## config.mk

```make
export PLATFORM = sky130hd
export DESIGN_NAME = fetch_unit
export DESIGN_NICKNAME = d
export VERILOG_FILES = /design/src/rtl/fetch_unit.sv
export SDC_FILE = /design/constraint.sdc
export NUM_CORES = 1
export LEC_CHECK = 0
export BUFFER_PORTS_ARGS = -buffer_cell sky130_fd_sc_hd__buf_4
export CAP_MARGIN = 20
export CORE_MARGIN = 2
export CORE_UTILIZATION = 55
export CTS_CLUSTER_SIZE = 25
export DETAILED_ROUTE_END_ITERATION = 8
export GPL_TIMING_DRIVEN = 0
export MAX_ROUTING_LAYER = met4
export PLACE_DENSITY = 0.84
export SLEW_MARGIN = 20
export SYNTH_ARGS = -nofsm -noshare
export SYNTH_HDL_FRONTEND = slang
export SYNTH_SLANG_ARGS = --single-unit
export TNS_END_PERCENT = 50
```

## constraint.sdc

```tcl
create_clock -name clk -period 3.3 [get_ports clk]
set_input_delay 0.66 -clock clk [delete_from_list [all_inputs] [get_ports clk]]
set_output_delay 0.66 -clock clk [all_outputs]
set_load 0.01 [all_outputs]
```

## src/rtl/fetch_unit.sv

```systemverilog
// Instruction/data fetch unit: PC, IR, data address register and a
// four-state memory bus sequencer with timeout and sticky bus error.
module fetch_unit #(
    parameter int unsigned ADDR_W  = 9,
    parameter int unsigned DATA_W  = 16,
    parameter int unsigned TIMEOUT = 15
) (
    input  logic              clk,
    input  logic              reset,
    input  logic [1:0]        mem_cmd,
    input  logic              load_pc,
    input  logic              reset_pc,
    input  logic              load_ir,
    input  logic              addr_sel,
    input  logic              load_addr,
    input  logic [DATA_W-1:0] datapath_out,
    input  logic [DATA_W-1:0] mem_rdata,
    input  logic              mem_ready,
    output logic [ADDR_W-1:0] pc,
    output logic [DATA_W-1:0] ir,
    output logic [DATA_W-1:0] read_data,
    output logic [ADDR_W-1:0] mem_addr,
    output logic [DATA_W-1:0] mem_wdata,
    output logic              mem_req,
    output logic              mem_we,
    output logic              stall,
    output logic              mem_done,
    output logic              bus_err
);

    localparam int unsigned CNT_W = $clog2(TIMEOUT + 1);

    typedef enum logic [1:0] {IDLE, ISSUE, WAIT, DONE} state_t;

    state_t              state;
    logic [CNT_W-1:0]    cnt;
    logic                is_wr;
    logic [ADDR_W-1:0]   daddr;
    logic [ADDR_W-1:0]   addr_q;
    logic [DATA_W-1:0]   wdata_q;
    logic [ADDR_W-1:0]   addr_c;
    logic                cmd_valid;
    logic                cmd_write;

    assign cmd_valid = (mem_cmd == 2'b01) || (mem_cmd == 2'b10);
    assign cmd_write = (mem_cmd == 2'b10);
    assign addr_c    = addr_sel ? pc : daddr;

    assign mem_addr  = (state == IDLE) ? addr_c : addr_q;
    assign mem_wdata = (state == IDLE) ? datapath_out : wdata_q;

    // Held low while reset is asserted so a pending command cannot stall the controller
    assign stall = reset && (((state == IDLE) && cmd_valid) || (state == ISSUE) || (state == WAIT));

    always_ff @(posedge clk or negedge reset) begin
        if (!reset) begin
            pc <= '0;
        end else if (reset_pc) begin
            pc <= '0;
        end else if (load_pc) begin
            pc <= pc + ADDR_W'(1);
        end
    end

    always_ff @(posedge clk or negedge reset) begin
        if (!reset) begin
            daddr <= '0;
        end else if (load_addr) begin
            daddr <= datapath_out[ADDR_W-1:0];
        end
    end

    always_ff @(posedge clk or negedge reset) begin
        if (!reset) begin
            ir <= '0;
        end else if (load_ir && !stall) begin
            ir <= read_data;
        end
    end

    // Bus sequencer; mem_req/mem_we are set on entry to ISSUE so they are high for that cycle only
    always_ff @(posedge clk or negedge reset) begin
        if (!reset) begin
            state     <= IDLE;
            cnt       <= '0;
            is_wr     <= 1'b0;
            addr_q    <= '0;
            wdata_q   <= '0;
            read_data <= '0;
            mem_req   <= 1'b0;
            mem_we    <= 1'b0;
            mem_done  <= 1'b0;
            bus_err   <= 1'b0;
        end else begin
            mem_req  <= 1'b0;
            mem_we   <= 1'b0;
            mem_done <= 1'b0;
            case (state)
                IDLE: begin
                    if (cmd_valid) begin
                        is_wr   <= cmd_write;
                        addr_q  <= addr_c;
                        wdata_q <= datapath_out;
                        mem_req <= 1'b1;
                        mem_we  <= cmd_write;
                        state   <= ISSUE;
                    end
                end
                ISSUE: begin
                    cnt   <= '0;
                    state <= WAIT;
                end
                WAIT: begin
                    if (mem_ready) begin
                        if (!is_wr) begin
                            read_data <= mem_rdata;
                        end
                        mem_done <= 1'b1;
                        state    <= DONE;
                    end else if (cnt == CNT_W'(TIMEOUT - 1)) begin
                        bus_err  <= 1'b1;
                        mem_done <= 1'b1;
                        state    <= DONE;
                    end else begin
                        cnt <= cnt + CNT_W'(1);
                    end
                end
                DONE: begin
                    if (!cmd_valid) begin
                        state <= IDLE;
                    end
                end
                default: state <= IDLE;
            endcase
            if (reset_pc) begin
                bus_err <= 1'b0;
            end
        end
    end

endmodule

```

== Yosys cells after proc, flatten, opt, wreduce, memory -nomap -nowiden ==
Index checks and enable logic that the tools add are counted.
Widths: inputs -> output; s select.
Storage, ports and cells
  register bits: 86
  input port bits: 42
  output and inout port bits: 71
  logic and storage cells: 69
Operators by class
  add/subtract/negate cells: 2
  eq/ne operators: 12
  muxes and demuxes: 24
  bitwise operators: 1
  reductions and logical operators: 17
Operators by type and width (number)
  $mux 9: 4
  $mux 16: 1
  $reduce_and 3->1: 4
  $mux 1: 11
  $ne 2x2->1 const B: 5
  $add 9x1->9 const B: 1
  $mux 2: 4
  $mux 4: 2
  $pmux 2 s4: 1
  $pmux 4 s2: 1
  $reduce_bool 2->1: 4
  $eq 2x2->1 const B: 3
  $add 4x1->4 const B: 1
  $eq 2x1->1 const B: 2
  $eq 4x4->1 const B: 1
  $logic_and 1x1->1: 3
  $logic_or 1x1->1: 3
  $ne 3x2->1 const B: 1
  $logic_not 2->1: 1
  $reduce_and 2->1: 1
  $logic_not 1->1: 1
  $not 1->1: 1

== Longest topological paths before layout ==
Gate-level depths: netlist of run 1.
  depth in word-level cells: 8
  gate-level depth with buffers: 9
  gate-level depth less buffers: 6

== Least setup slack after synthesis of run 1 ==
Ideal clock, no wire load.
  path kind: flip-flop to output port
  from: register state[0]
  to: output mem_wdata[10]
  arrival: 1.683 ns
  setup slack: 0.957 ns
  stages on the path, launching flop included: 6
  buffers on the path: 2
  cell sequence: dfrtp_1 inv_1 ha_1 clkbuf_1 buf_1 mux2_2
On the way
  longest elaborated chain between the ends: 2
Ends and longest elaborated chain
  start, declared: RTL line 35  | state_t state;
  start signal, assigned: RTL line 84  | state <= IDLE;
  start signal, assigned: RTL line 106  | state <= ISSUE;
  start signal, assigned: RTL line 111  | state <= WAIT;
  $logic_not 2->1: RTL line 50  | assign mem_wdata = (state == IDLE) ? datapath_out : wdata_q;
  $mux 16: RTL line 50
  end, declared: RTL line 23  | output logic [DATA_W-1:0] mem_wdata,
No other way between the ends.

== Worst setup path in the final report of run 1 ==
  from: register state[1]
  to: output mem_wdata[9]
The elaborated chain is that of the path after synthesis.

==> results.cfg, run 1 <==
[outcome]
status = finished clean

[clock_tree]
cts_root_buf = clkbuf_8
postCtsSetupRepairBufs = 0
clk_pin_slew_ns = 0.08
htree_levels = 3
numCtsBuffers = 9
postCtsHoldBufs = 0
cts.path.max_buffers = 2
insertion_delay_ns = 0.34
cts.repair.resized = 0
cts_tree = built
cts.sinks = 86

[placed_design]
hpwl_microns = 6180
gp_congestion = 0.786
portBuffers = 109

[sta]
worst_pin_slew_ns = 0.766
finalHoldViolCount = 0
setup_viol = 0
skew_ns = 0.00608
fin_tns_setup_ns = 0
finalCritPeriodShare_pct = 95.0
max_slew_margin_pct = 48.9
fmax_mhz = 319
rsz0062_at_grt = no
drv_slew = 0
hold_ws_ns = 0.327
period_needed_ns = 3.14

[floorplan]
rows = 30
die_area_sq_um = 7680
die_y_microns = 87.6
die_w_microns = 87.6
core_sq_um = 6790
initial_core_util_pct = 56.6
ios = 113

[yosys]
postSynth.asyncResetShare_pct = 100
synth_top_family_by_area = multiplexers
ys_types = 32
synth.largest_area_cell = dfrtp_1
synthXorXnorAreaFrac_pct = 1.37
synthCells = 293
synthTopCellsByArea = dfrtp_1 (56%), mux2_2 (19%), mux2_4 (3.9%)
synth_compound_area_share_pct = 5.92
yosys-mux-area-fraction_pct = 25.3
synth_area_per_cell_sq_um = 13.1
seq_area_frac_synth_pct = 56.0
synth-edff-count = 0
yosys.area_share.simple_pct = 5.89
ys_ff_latch = 86
syn-cell-area_sq_um = 3840
synth_ff_type = dfrtp_1
ys.warnings.count = 0
synth_fa_ha_area_share_pct = 2.93
synth_nets = 344
synth_top_area_share_pct = 56.0

[final_layout]
register_area_sq_um = 2150
final_cell_mix = buf_4 (108), dfrtp_1 (86), mux2_2 (64)
area.growth.synth_to_final_pct = 29.4
multi_input_area_sq_um = 1590
nets = 464
utilization_pct = 73.3
drive_above_1_share_pct = 48.4
nFillCells = 467
final_common_cell = buf_4
diodes = 0

[critical_path]
end_kind = output port
path_max_fanout = 10
startpoint_type = flop
worstPathArrival_ns = 2.48
crit_required_ns = 2.64
path_class = flop to output port

[power_and_ir_drop]
power_leakage_nw = 2.35
peakVddDrop_mv = 0.527
pwr_density_cell_nw_per_um2 = 930
total_power_w = 0.00463

[drt]
num_vias = 2773
drtAntennaViolNets = 0
dr.pass1.iters = 4
totalWireLength_microns = 8280
routed_via_density = 5.41
drtIter0Drc = 118
drc_errors = 0
wl_per_cell_microns = 16.1

[run]
max-cap-violations = 0

[grt]
grt_pass1_wl_microns = 13300
grt_max_degree = 88
antenna_found_initial = 0
gr-usage-all-layers_pct = 23.4
grt_overflow = 0
grt_pass1_vias = 2707

[worst_hold_path]
min_path_type = input port to async pin
## layer usage
metal | global-route usage, % | vias to the layer above | part of all wire (%)
met5 | - | - | 0
met2 | 38.2 | 118 | 50
met1 | 28.6 | 1375 | 42
li1 | - | 1274 | -
met4 | 8.39 | 0 | 0.99
met3 | 5.18 | 6 | 7.2
## registers in the layout (all words and copies together), names as in the netlist
name and cells:
ir 16, read_data 16, wdata_q 16, addr_q 9
daddr 9, pc 9, cnt 4, state 2
bus_err 1, is_wr 1, mem_done 1, mem_req 1
mem_we 1
## worst max-delay path, cell delays in order, from the launching register on
cell	delay (ns)
dfrtp_1	0.40
inv_1	0.11
ha_1	0.16
clkbuf_1	0.43
buf_1	0.49
mux2_2	0.40
buf_4	0.14
## path summary, 6_finish.rpt
check / startpoint / endpoint / slack, ns / cells after the start
hold reg to reg: ir[15] / ir[15] / 0.51 / 1
setup reg to reg: state[0] / ir[4] / 1.21 / 9
setup / recovery: state[1] / mem_wdata[9] / 0.16 / 6
hold / removal: reset / ir[1] / 0.33 / 1
max in group asynchronous: reset / wdata_q[12] / 2.42 / 1
min in group clk: ir[15] / ir[15] / 0.51 / 1
## per-stage QoR
stage | worst slack, ns | instances | area, sq um
2_1_floorplan | 0.957 | 293 | 3840
3_3_place_gp | 0.562 | 498 | 4780
3_5_place_dp | 0.510 | 498 | 4780
4_1_cts | 0.127 | 513 | 4970
5_1_grt | 0.00757 | 513 | 4980
6_report | 0.165 | 513 | 4980
## cell families (layout without fill, tap and decap cells)
| logic type | after synthesis | after routing |
|---|---|---|
| XOR/XNOR | 6 | 6 |
| buffers and inverters | 21 | 145 |
| AO/OA/AOI/OAI | 39 | 39 |
| multiplexers | 84 | 84 |
| flip-flops | 86 | 86 |
| adder cells (fa/ha/maj) | 9 | 9 |
| AND/OR/NAND/NOR | 48 | 48 |
## power breakdown
| group | leakage, nW | internal (W) | switching (W) |
|---|---|---|---|
| Sequential | 1.05 | 0.00147 | 0.000266 |
| Combinational | 1.21 | 0.00122 | 0.000956 |
| Clock | 0.0887 | 0.000367 | 0.000350 |
| Total | 2.35 | 0.00306 | 0.00157 |
## Yosys cell counts, drive strengths merged (5+ instances only)
library cell  number
clkbuf            10
o21ai              6
nor2              27
a21oi             24
dfrtp             86
mux2i             10
inv                5
ha                 9
buf                6
mux2              74
## final cells by class
| type | count | area share, % |
|---|---|---|
| buffer | 16 | 1.68 |
| clock buffer | 12 | 2.92 |
| clock inverter | 3 | 0.905 |
| inverter | 5 | 0.377 |
| multi-input combinational | 186 | 32.0 |
| sequential | 86 | 43.2 |
| tap | 96 | 2.41 |
| timing repair buffer | 109 | 16.5 |
(Power assumes the default switching activity.)
==> run 2: changes to the inputs <==
MAX_ROUTING_LAYER = unset   (was met4)
RECOVER_POWER = 50   (was unset)
==> results.cfg, run 2 (same netlist as run 1, synthesis figures left out) <==
[critical_path]
r2r_start = state[0]
worstPathArrival_ns = 2.47
path_max_fanout = 10
startpoint_type = flop
critPathLaunch = state[1]
cp_slowest_cell = buf_1
path_class = flop to output port
crit_required_ns = 2.64
end_kind = output port
rrSetupSlack_ns = 1.21
worstPathCellList = inv_1 > ha_1 > clkbuf_1 > buf_1 > mux2_2 > buf_4
crit_path_max_incr_delay_ns = 0.49

[sta]
max_slew_margin_pct = 48.5
rsz0062_at_grt = no
skew_ns = 0.00421
period_needed_ns = 3.13
setup_viol = 0
worst_pin_slew_ns = 0.773
finalHoldViolCount = 0
drv_slew = 0
fin_tns_setup_ns = 0
fmax_mhz = 319
finalCritPeriodShare_pct = 94.9

[power_and_ir_drop]
comb_power_share_pct = 46.1
intPower_w = 0.00297
peakVddDrop_mv = 0.523
swShare_pct = 34.6
switching_power_w = 0.00157
pwr-share-seq_pct = 38.2
clkPwrFrac_pct = 15.7
pwr_density_cell_nw_per_um2 = 927
power_leakage_nw = 2.28

[drt]
drtAntennaViolNets = 0
dr.pass1.iters = 4
routed_via_density = 5.44
totalWireLength_microns = 8370
num_vias = 2790
drtIter0Drc = 109
drc_errors = 0
wl_per_cell_microns = 16.3

[placed_design]
portBuffers = 109
dp.cells = 498
gp_congestion = 0.775
hpwl_microns = 6180
dpl_cell_area_sq_um = 4780

[final_layout]
diodes = 0
nFillCells = 495
drive_above_1_share_pct = 43.9
postLayoutCellArea_sq_um = 4910
top_regs = ir: 16 flops, read_data: 16 flops, wdata_q: 16 flops
nets = 464
final_common_cell = buf_4
area.growth.synth_to_final_pct = 27.6
finalNonFillerCells = 513
final_cell_mix = buf_4 (88), dfrtp_1 (86), mux2_2 (64)

[clock_tree]
postCtsSetupRepairBufs = 0
clk_pin_slew_ns = 0.08
postCtsHoldBufs = 0
cts_root_buf = clkbuf_8
insertion_delay_ns = 0.34
cts.repair.resized = 0
cts_tree = built
cts.sinks = 86
numCtsBuffers = 9
cts.path.max_buffers = 2
htree_levels = 3

[floorplan]
die_w_microns = 87.6
rows = 30
die_y_microns = 87.6
ios = 113
core_sq_um = 6790
initial_core_util_pct = 56.6
die_area_sq_um = 7680

[grt]
antenna_found_initial = 0
grt_pass1_wl_microns = 13300
gr-usage-all-layers_pct = 22.6
grt_overflow = 0
grt_pass1_vias = 2702
grt_max_degree = 88

[outcome]
status = finished clean

[run]
max-cap-violations = 0

[worst_hold_path]
min_path_type = input port to async pin
==> run 2: final cells by class <==
cell class	count	area (sq um)	area share (%)
clock buffers	12	145	2.96
well taps	96	120	2.45
inverters	5	18.8	0.383
flip-flops and latches	86	2150	43.9
clock inverters	3	45.0	0.918
repair buffers	109	751	15.3
multi-input cells	186	1590	32.4
plain buffers	16	83.8	1.71
==> run 2: worst max-delay path: cells and delay by family (launching register included) <==
kind	cells	cell delay, ns
adders and majority gates	1	0.16
buffers and inverters	4	1.17
DFF	1	0.40
muxes	1	0.40
==> run 2: power by group through the flow <==
stage	Clock (W)	Sequential, W	Combinational, W
2_1_floorplan	0	0.00179	0.00115
3_3_place_gp	0	0.00172	0.00212
3_5_place_dp	0	0.00176	0.00218
4_1_cts	0.000731	0.00174	0.00220
5_1_grt	0.000774	0.00178	0.00228
6_report	0.000714	0.00174	0.00210
==> run 2: worst paths after layout <==
path / endpoint / depth (start not counted)
worst max register to register: ir[4] / 9
worst max-delay path: mem_wdata[9] / 6
min in group clk: ir[15] / 1
max in group asynchronous: wdata_q[12] / 1
worst min register to register: ir[15] / 1
worst min-delay path: ir[1] / 1
==> run 2: stage by stage <==
stage               total power [W]  setup WS, ns  utilization [%]  hold slack [ns]
floorplan                   0.00294         0.957                -            0.364
finish                      0.00455         0.167             72.2            0.347
detailed placement          0.00394         0.510             70.4            0.494
global placement            0.00384         0.562             70.4            0.483
CTS                         0.00466         0.127             73.2            0.514
global route                0.00483        0.0103             72.2            0.427
==> run 2: routing by layer <==
layer / vias to the layer above / global-route usage [%] / share of wire (%)
met4: 0 / 8.39 / 1.4
met5: - / 0 / 0
li1: 1276 / - / -
met2: 115 / 38.2 / 50
met1: 1384 / 28.6 / 42
met3: 15 / 5.18 / 6.6
